<file path="src/rtl/keccak_sponge_ctrl.sv">
// Sponge front-end for the Keccak permutation: absorbs a 64-bit lane stream with pad10*1,
// sequences one permutation per rate block, then squeezes the digest lanes out.
module keccak_sponge_ctrl #(
    parameter int unsigned RATE_LANES = 17,
    parameter int unsigned OUT_LANES  = 4,
    parameter logic [7:0]  DSUFFIX    = 8'h06
) (
    input  logic        clk_i,
    input  logic        rst_ni,
    input  logic        msg_valid_i,
    output logic        msg_ready_o,
    input  logic [63:0] msg_data_i,
    input  logic        msg_last_i,
    input  logic [3:0]  msg_bytes_i,
    output logic        state_clr_o,
    output logic        lane_we_o,
    output logic [4:0]  lane_idx_o,
    output logic [63:0] lane_xor_o,
    input  logic [63:0] lane_rdata_i,
    input  logic        perm_ready_i,
    output logic        perm_start_o,
    input  logic        perm_done_i,
    output logic        dig_valid_o,
    input  logic        dig_ready_i,
    output logic [63:0] dig_data_o,
    output logic        dig_last_o,
    output logic        busy_o
);

    localparam logic [2:0] S_IDLE      = 3'd0;
    localparam logic [2:0] S_CLEAR     = 3'd1;
    localparam logic [2:0] S_ABSORB    = 3'd2;
    localparam logic [2:0] S_PAD       = 3'd3;
    localparam logic [2:0] S_FINAL     = 3'd4;
    localparam logic [2:0] S_PERM_REQ  = 3'd5;
    localparam logic [2:0] S_PERM_WAIT = 3'd6;
    localparam logic [2:0] S_SQUEEZE   = 3'd7;

    localparam logic [4:0] LAST_RATE = 5'(RATE_LANES - 1);
    localparam logic [4:0] LAST_OUT  = 5'(OUT_LANES - 1);

    logic [2:0]  state_q, state_d;
    logic [4:0]  lane_cnt_q, lane_cnt_d;
    logic        pad_pend_q, pad_pend_d;
    logic        last_seen_q, last_seen_d;
    logic [63:0] last_xor;
    logic [31:0] nbytes;

    assign nbytes = 32'(msg_bytes_i);

    // Partial last lane: keep the valid bytes and drop the suffix into the first free byte.
    always_comb begin
        last_xor = '0;
        for (int unsigned k = 0; k < 8; k++) begin
            if (k < nbytes) begin
                last_xor[8*k +: 8] = msg_data_i[8*k +: 8];
            end else if (k == nbytes) begin
                last_xor[8*k +: 8] = DSUFFIX;
            end
        end
    end

    always_comb begin
        state_d      = state_q;
        lane_cnt_d   = lane_cnt_q;
        pad_pend_d   = pad_pend_q;
        last_seen_d  = last_seen_q;
        msg_ready_o  = 1'b0;
        state_clr_o  = 1'b0;
        lane_we_o    = 1'b0;
        lane_idx_o   = '0;
        lane_xor_o   = '0;
        perm_start_o = 1'b0;
        dig_valid_o  = 1'b0;
        dig_data_o   = '0;
        dig_last_o   = 1'b0;

        case (state_q)
            S_IDLE: begin
                if (msg_valid_i) state_d = S_CLEAR;
            end
            S_CLEAR: begin
                state_clr_o = 1'b1;
                lane_cnt_d  = '0;
                state_d     = S_ABSORB;
            end
            S_ABSORB: begin
                msg_ready_o = 1'b1;
                lane_idx_o  = lane_cnt_q;
                if (msg_valid_i) begin
                    lane_we_o  = 1'b1;
                    lane_cnt_d = lane_cnt_q + 5'd1;
                    if (msg_last_i && msg_bytes_i < 4'd8) begin
                        lane_xor_o = last_xor;
                        state_d    = S_FINAL;
                    end else if (msg_last_i) begin
                        // Full last lane: the suffix needs a lane of its own, possibly after a permutation.
                        lane_xor_o = msg_data_i;
                        pad_pend_d = 1'b1;
                        state_d    = (lane_cnt_q == LAST_RATE) ? S_PERM_REQ : S_PAD;
                    end else begin
                        lane_xor_o = msg_data_i;
                        if (lane_cnt_q == LAST_RATE) state_d = S_PERM_REQ;
                    end
                end
            end
            S_PAD: begin
                lane_we_o  = 1'b1;
                lane_idx_o = lane_cnt_q;
                lane_xor_o = {56'd0, DSUFFIX};
                pad_pend_d = 1'b0;
                state_d    = S_FINAL;
            end
            S_FINAL: begin
                lane_we_o   = 1'b1;
                lane_idx_o  = LAST_RATE;
                lane_xor_o  = {1'b1, 63'd0};
                last_seen_d = 1'b1;
                state_d     = S_PERM_REQ;
            end
            S_PERM_REQ: begin
                if (perm_ready_i) begin
                    perm_start_o = 1'b1;
                    state_d      = S_PERM_WAIT;
                end
            end
            S_PERM_WAIT: begin
                if (perm_done_i) begin
                    lane_cnt_d = '0;
                    if (pad_pend_q)       state_d = S_PAD;
                    else if (last_seen_q) state_d = S_SQUEEZE;
                    else                  state_d = S_ABSORB;
                end
            end
            S_SQUEEZE: begin
                lane_idx_o  = lane_cnt_q;
                dig_valid_o = 1'b1;
                dig_data_o  = lane_rdata_i;
                dig_last_o  = (lane_cnt_q == LAST_OUT);
                if (dig_ready_i) begin
                    if (lane_cnt_q == LAST_OUT) begin
                        last_seen_d = 1'b0;
                        state_d     = S_IDLE;
                    end else begin
                        lane_cnt_d = lane_cnt_q + 5'd1;
                    end
                end
            end
            default: state_d = S_IDLE;
        endcase
    end

    assign busy_o = (state_q != S_IDLE);

    always_ff @(posedge clk_i or negedge rst_ni) begin
        if (!rst_ni) begin
            state_q     <= S_IDLE;
            lane_cnt_q  <= '0;
            pad_pend_q  <= 1'b0;
            last_seen_q <= 1'b0;
        end else begin
            state_q     <= state_d;
            lane_cnt_q  <= lane_cnt_d;
            pad_pend_q  <= pad_pend_d;
            last_seen_q <= last_seen_d;
        end
    end

endmodule

</file>
<file path="config.mk">
export PLATFORM = sky130hd
export DESIGN_NAME = keccak_sponge_ctrl
export DESIGN_NICKNAME = d
export VERILOG_FILES = /design/src/rtl/keccak_sponge_ctrl.sv
export SDC_FILE = /design/constraint.sdc
export NUM_CORES = 1
export LEC_CHECK = 0
export ABC_AREA = 1
export CAP_MARGIN = 20
export CORE_AREA = 2 2 108 110
export CTS_CLUSTER_DIAMETER = 120
export DETAILED_ROUTE_END_ITERATION = 12
export DIE_AREA = 0 0 110 112
export HOLD_SLACK_MARGIN = 0.06
export SYNTH_ARGS = -nofsm -noshare
export SYNTH_HDL_FRONTEND = slang
export SYNTH_SLANG_ARGS = --single-unit
</file>
<file path="constraint.sdc">
create_clock -name clk_i -period 3.79 [get_ports clk_i]
set_input_delay 0.5685 -clock clk_i [delete_from_list [all_inputs] [get_ports clk_i]]
set_output_delay 0.5685 -clock clk_i [all_outputs]
set_load 0.05 [all_outputs]
</file>
**Yosys cells after proc, flatten, opt, wreduce, memory -nomap -nowiden**

Cells that the tools add are included.
W data, S select, Z words.

- Output and inout bits: 140
- Word-level logic and storage cells: 107
- Register bits: 10
- Bits of input ports: 139

- Reductions and logical operators: 13
- Equal/unequal tests: 26
- Muxes and demuxes: 54
- Order comparisons: 9
- Add/subtract/negate cells: 1

Operator list:

| operator | count |
|---|---|
| $mux W64 | 3 |
| $pmux W64 S3 | 1 |
| $mux W8 | 8 |
| $mux W3 | 20 |
| $logic_not A32 Y1 | 1 |
| $pmux W3 S8 | 1 |
| $mux W5 | 4 |
| $pmux W5 S4 | 1 |
| $ne A2 B2 Y1 const B | 9 |
| $eq A3 B4 Y1 const A | 4 |
| $lt A3 B4 Y1 const A | 4 |
| $eq A3 B3 Y1 const B | 4 |
| $mux W1 | 12 |
| $pmux W5 S2 | 1 |
| $eq A2 B4 Y1 const A | 2 |
| $lt A1 B4 Y1 const A | 2 |
| $lt A2 B4 Y1 const A | 2 |
| $reduce_and A7 Y1 | 1 |
| $eq A3 B2 Y1 const B | 2 |
| $pmux W1 S2 | 3 |
| $add A5 B1 Y5 const B | 1 |
| $eq A5 B2 Y1 const B | 1 |
| $eq A5 B5 Y1 const B | 1 |
| $reduce_and A5 Y1 | 1 |
| other kinds (13) | 14 |

**Logic depth before layout (Yosys ltp)**

- Depth in word-level cells: 6
- Gate-level depth with buffers: 10
- Depth with buffers taken out: 10

**Least setup slack after synthesis**

Ideal clock, no wire load.

- Kind: input to output
- Start: input port msg_last_i
- End: output port lane_xor_o[2]
- Path buffers: 0
- Arrival: 2.002 ns
- Slack: 1.219 ns
- Cell stages on the path: 4
- Cell sequence: inv_1 > nor2_4 > a21oi_1 > o21ai_0

- Word-level cells in the longest chain between the ends: 4

Ends and longest elaborated chain:

| element | RTL line | text |
|---|---|---|
| start, declared | 13 | `input logic msg_last_i,` |
| $logic_and A1 B1 Y1 | 93 | `if (msg_last_i && msg_bytes_i < 4'd8) begin` |
| $mux W64 | 93 |  |
| $mux W64 | 90 | `if (msg_valid_i) begin` |
| $pmux W64 S3 | 78 | `case (state_q)` |
| end, declared | 18 | `output logic [63:0] lane_xor_o,` |

Every way passes these cells.

**Worst setup path after layout**

- Start: input port msg_valid_i
- End: output port lane_xor_o[41]

- Word-level cells in the longest chain between the ends: 2

Ends and longest elaborated chain:

| element | RTL line | text |
|---|---|---|
| start, declared | 10 | `input logic msg_valid_i,` |
| $mux W64 | 90 |  |
| $pmux W64 S3 | 78 |  |

Every way passes these cells.

==> results.sh <==
export IMPL_die_h_um=112
export IMPL_cts_htree_levels=1
export IMPL_drtAntennaViolNets=0
export IMPL_cts_sinks=10
export IMPL_fp_dieW_um=110
export IMPL_startpoint_type="primary input"
export IMPL_critPathRequiredTime_ns=3.22
export IMPL_pre_cts_ws_ns=0.3609
export IMPL_firstDrtPassIters=4
export IMPL_post_cts_buffers=0
export IMPL_drt_wl_total_um=11520
export IMPL_via_per_inst=4.104
export IMPL_ys_seq_elements=10
export IMPL_coreArea_um2=11170
export IMPL_start_util_pct=19.17
export IMPL_wl_per_cell_um=13.48
export IMPL_grt_pass1_vias=3469
export IMPL_worstSkewPairLatency_ns=0.24
export IMPL_min_period_ns=3.423
export IMPL_timing_final_ws_setup_ns=0.3671
export IMPL_setup_tns_ns=0
export IMPL_synth_seq_area_share_pct=11.68
export IMPL_fin_cells=855
export IMPL_antenna_found_initial=3
export IMPL_io_buffers=278
export IMPL_synth_largest_area_cell="nor2_1"
export IMPL_p_leak_nw=2.538
export IMPL_path_max_fanout=15
export IMPL_fin_nets=851
export IMPL_yosysWarnings=0
export IMPL_fin_worst_skew_ns=0.005107
export IMPL_fin_crit_sh_pct=90.31
export IMPL_maxCapViolCount=0
export IMPL_slew_headroom_pct=63.19
export IMPL_busiest_layer="met2"
export IMPL_remaining_drc_errors=0
export IMPL_finalSetupViolations=0
export IMPL_synth_top_area_share_pct=25.23
export IMPL_placed_cells=848
export IMPL_dp_hpwl_um=10180
export IMPL_grt_max_degree=53
export IMPL_rows=39
export IMPL_syn_area_per_cell_um2=4.879
export IMPL_routabilityCongestion=0.8666
export IMPL_rsz0062_at_grt="false"
export IMPL_worst_pin_slew_ns=0.5505
export IMPL_routed_via_count=3509
export IMPL_use_met1_pct=16.09
export IMPL_final_layout_size_suffix_gt1_share_pct=5.078
export IMPL_max_clock_freq_mhz=292.2
export IMPL_slew_viol_final=0
export IMPL_status="complete, no violations"
export IMPL_io_pin_count=279
export IMPL_grt_pass1_wl_um=17160
export IMPL_synth_area_leaders="nor2_1, inv_1, dfrtp_1"
export IMPL_ff2ff_setup_slack_ns=2.15
export IMPL_critical_path_class="in -> out"
export IMPL_finalHoldViolCount=0
export IMPL_cts_repair_resized=0
export IMPL_cts_root_buf="clkbuf_16"
export IMPL_crit_path_end_kind="output port"
export IMPL_max_clock_path_buffers=2
export IMPL_arrival_ns=2.85
export IMPL_syn_inst=439
export IMPL_drt_initial_drc_count=160
export IMPL_syn_to_final_growth_pct=138.5
export IMPL_syn_num_nets=580
export IMPL_path_clk_slew_ns=0.04
export IMPL_overflow=0
export IMPL_grt_util_met2_pct=36.56
export IMPL_cts_buffers_inserted=3
export IMPL_max_vdd_ir_drop_uv=153.2
export IMPL_grtUsageTotal_pct=17.80
export IMPL_dieArea_um2=12320
export IMPL_grtUsageMet3_pct=5.035
export IMPL_finish_utilization_pct=45.72
export IMPL_cts_tree="done"
export IMPL_ctsHoldBuffers=0
export IMPL_powerDensity_nw_per_um2=413.5
export IMPL_synth_distinct_cells=28
export IMPL_hold_path_class="reg -> reg"
export IMPL_netlist_area_um2=2142
-- through the flow --
stage / hold slack (ns) / total power [mW] / cell area, um^2
6_report: 0.5482 / 2.112 / 5109
5_1_grt: 0.5765 / 2.256 / 5109
4_1_cts: 0.5483 / 2.128 / 5101
2_1_floorplan: 0.2729 / 1.328 / 2142
3_5_place_dp: 0.5403 / 1.914 / 5012
3_3_place_gp: 0.5324 / 1.909 / 5012
-- area by class of cell --
class,instances,area (um^2)
multi-input cells,286,1308
inverters,130,495.5
clock buffers,4,88.84
fillers,1177,6066
diodes,3,7.507
flip-flops and latches,10,250.2
well taps,143,178.9
repair buffers,279,2780
-- metal layers --
| layer | vias up | part of all wire (%) |
|---|---|---|
| li1 | 1782 | - |
| met1 | 1521 | 32 |
| met2 | 194 | 54 |
| met3 | 12 | 11 |
| met4 | 0 | 2.3 |
| met5 | - | 0 |
-- power breakdown --
group | switching (mW) | total, mW | internal (mW)
Sequential | 0.0724 | 0.209 | 0.136
Clock | 0.0511 | 0.210 | 0.159
Combinational | 1.13 | 1.69 | 0.564
Total | 1.25 | 2.11 | 0.860
-- worst max-delay path: stages --
cell             delay (ns)
clkdlybuf4s50_1        0.57
inv_1                  0.16
nor2_8                 0.29
nand2_1                0.25
a21oi_1                0.19
clkdlybuf4s50_1        0.82
-- logic make-up (layout without fill, tap and decap cells) --
group	after synthesis	count (layout)	share of synthesized area, %
and+or+nand+nor	258	258	52.57
buffers and inverters	143	413	27.51
AOI/OAI and AO/OA	26	26	7.068
DFF	10	10	11.68
adders and majority gates	2	2	1.168
other	0	3	0
-- sequential cells by signal, summed over array words and instances, names as in the netlist --
register and cells:
lane_cnt_q 5, last_seen_q 1, pad_pend_q 1, state_q 3
-- worst paths after layout --
kind / from / cells past startpoint / to
setup / recovery: msg_valid_i / 6 / lane_xor_o[41]
setup reg to reg: state_q[0] / 6 / lane_cnt_q[4]
hold / removal: pad_pend_q / 2 / pad_pend_q
max in group asynchronous: rst_ni / 1 / lane_cnt_q[1]
hold reg to reg: pad_pend_q / 2 / pad_pend_q
min in group asynchronous: rst_ni / 1 / lane_cnt_q[4]
-- placed cells by master (no fill, tap or decap) --
cell             count
inv_2                3
nor2_8               2
nand2_1             65
nand3_2              2
clkbuf_16            3
inv_1              125
inv_4                1
ha_1                 2
nand3_4              1
o21ai_1              1
nand3_1             25
inv_6                1
o21ai_0              5
clkdlybuf4s50_1    274
buf_4                5
o211ai_1             1
dfrtp_1             10
and2_1               1
nand2_4              2
clkbuf_8             1
nand2_2              5
diode_2              3
nor2_4               3
o21ai_4              1
a21oi_1             16
nand4_1              4
nor2_2               4
nor2_1             144
o21ai_2              2
-- cell usage after synthesis --
library cell  number
o21ai_2            2
nand2_1           65
nor2_4             3
clkbuf_1           1
nand3_4            1
o21ai_4            1
inv_4              1
ha_1               2
nand2_4            2
dfrtp_1           10
buf_4              2
nor2_2             4
nand4_1            4
o21ai_0            5
buf_6              4
and2_1             1
nand3_2            1
inv_6              1
inv_1            125
nand3_1           26
o21ai_1            1
nor2_1           144
nor2_8             2
a21oi_1           16
inv_2              3
buf_2              6
nand2_2            5
o211ai_1           1
No activity file was read; power rests on OpenSTA's default activity.
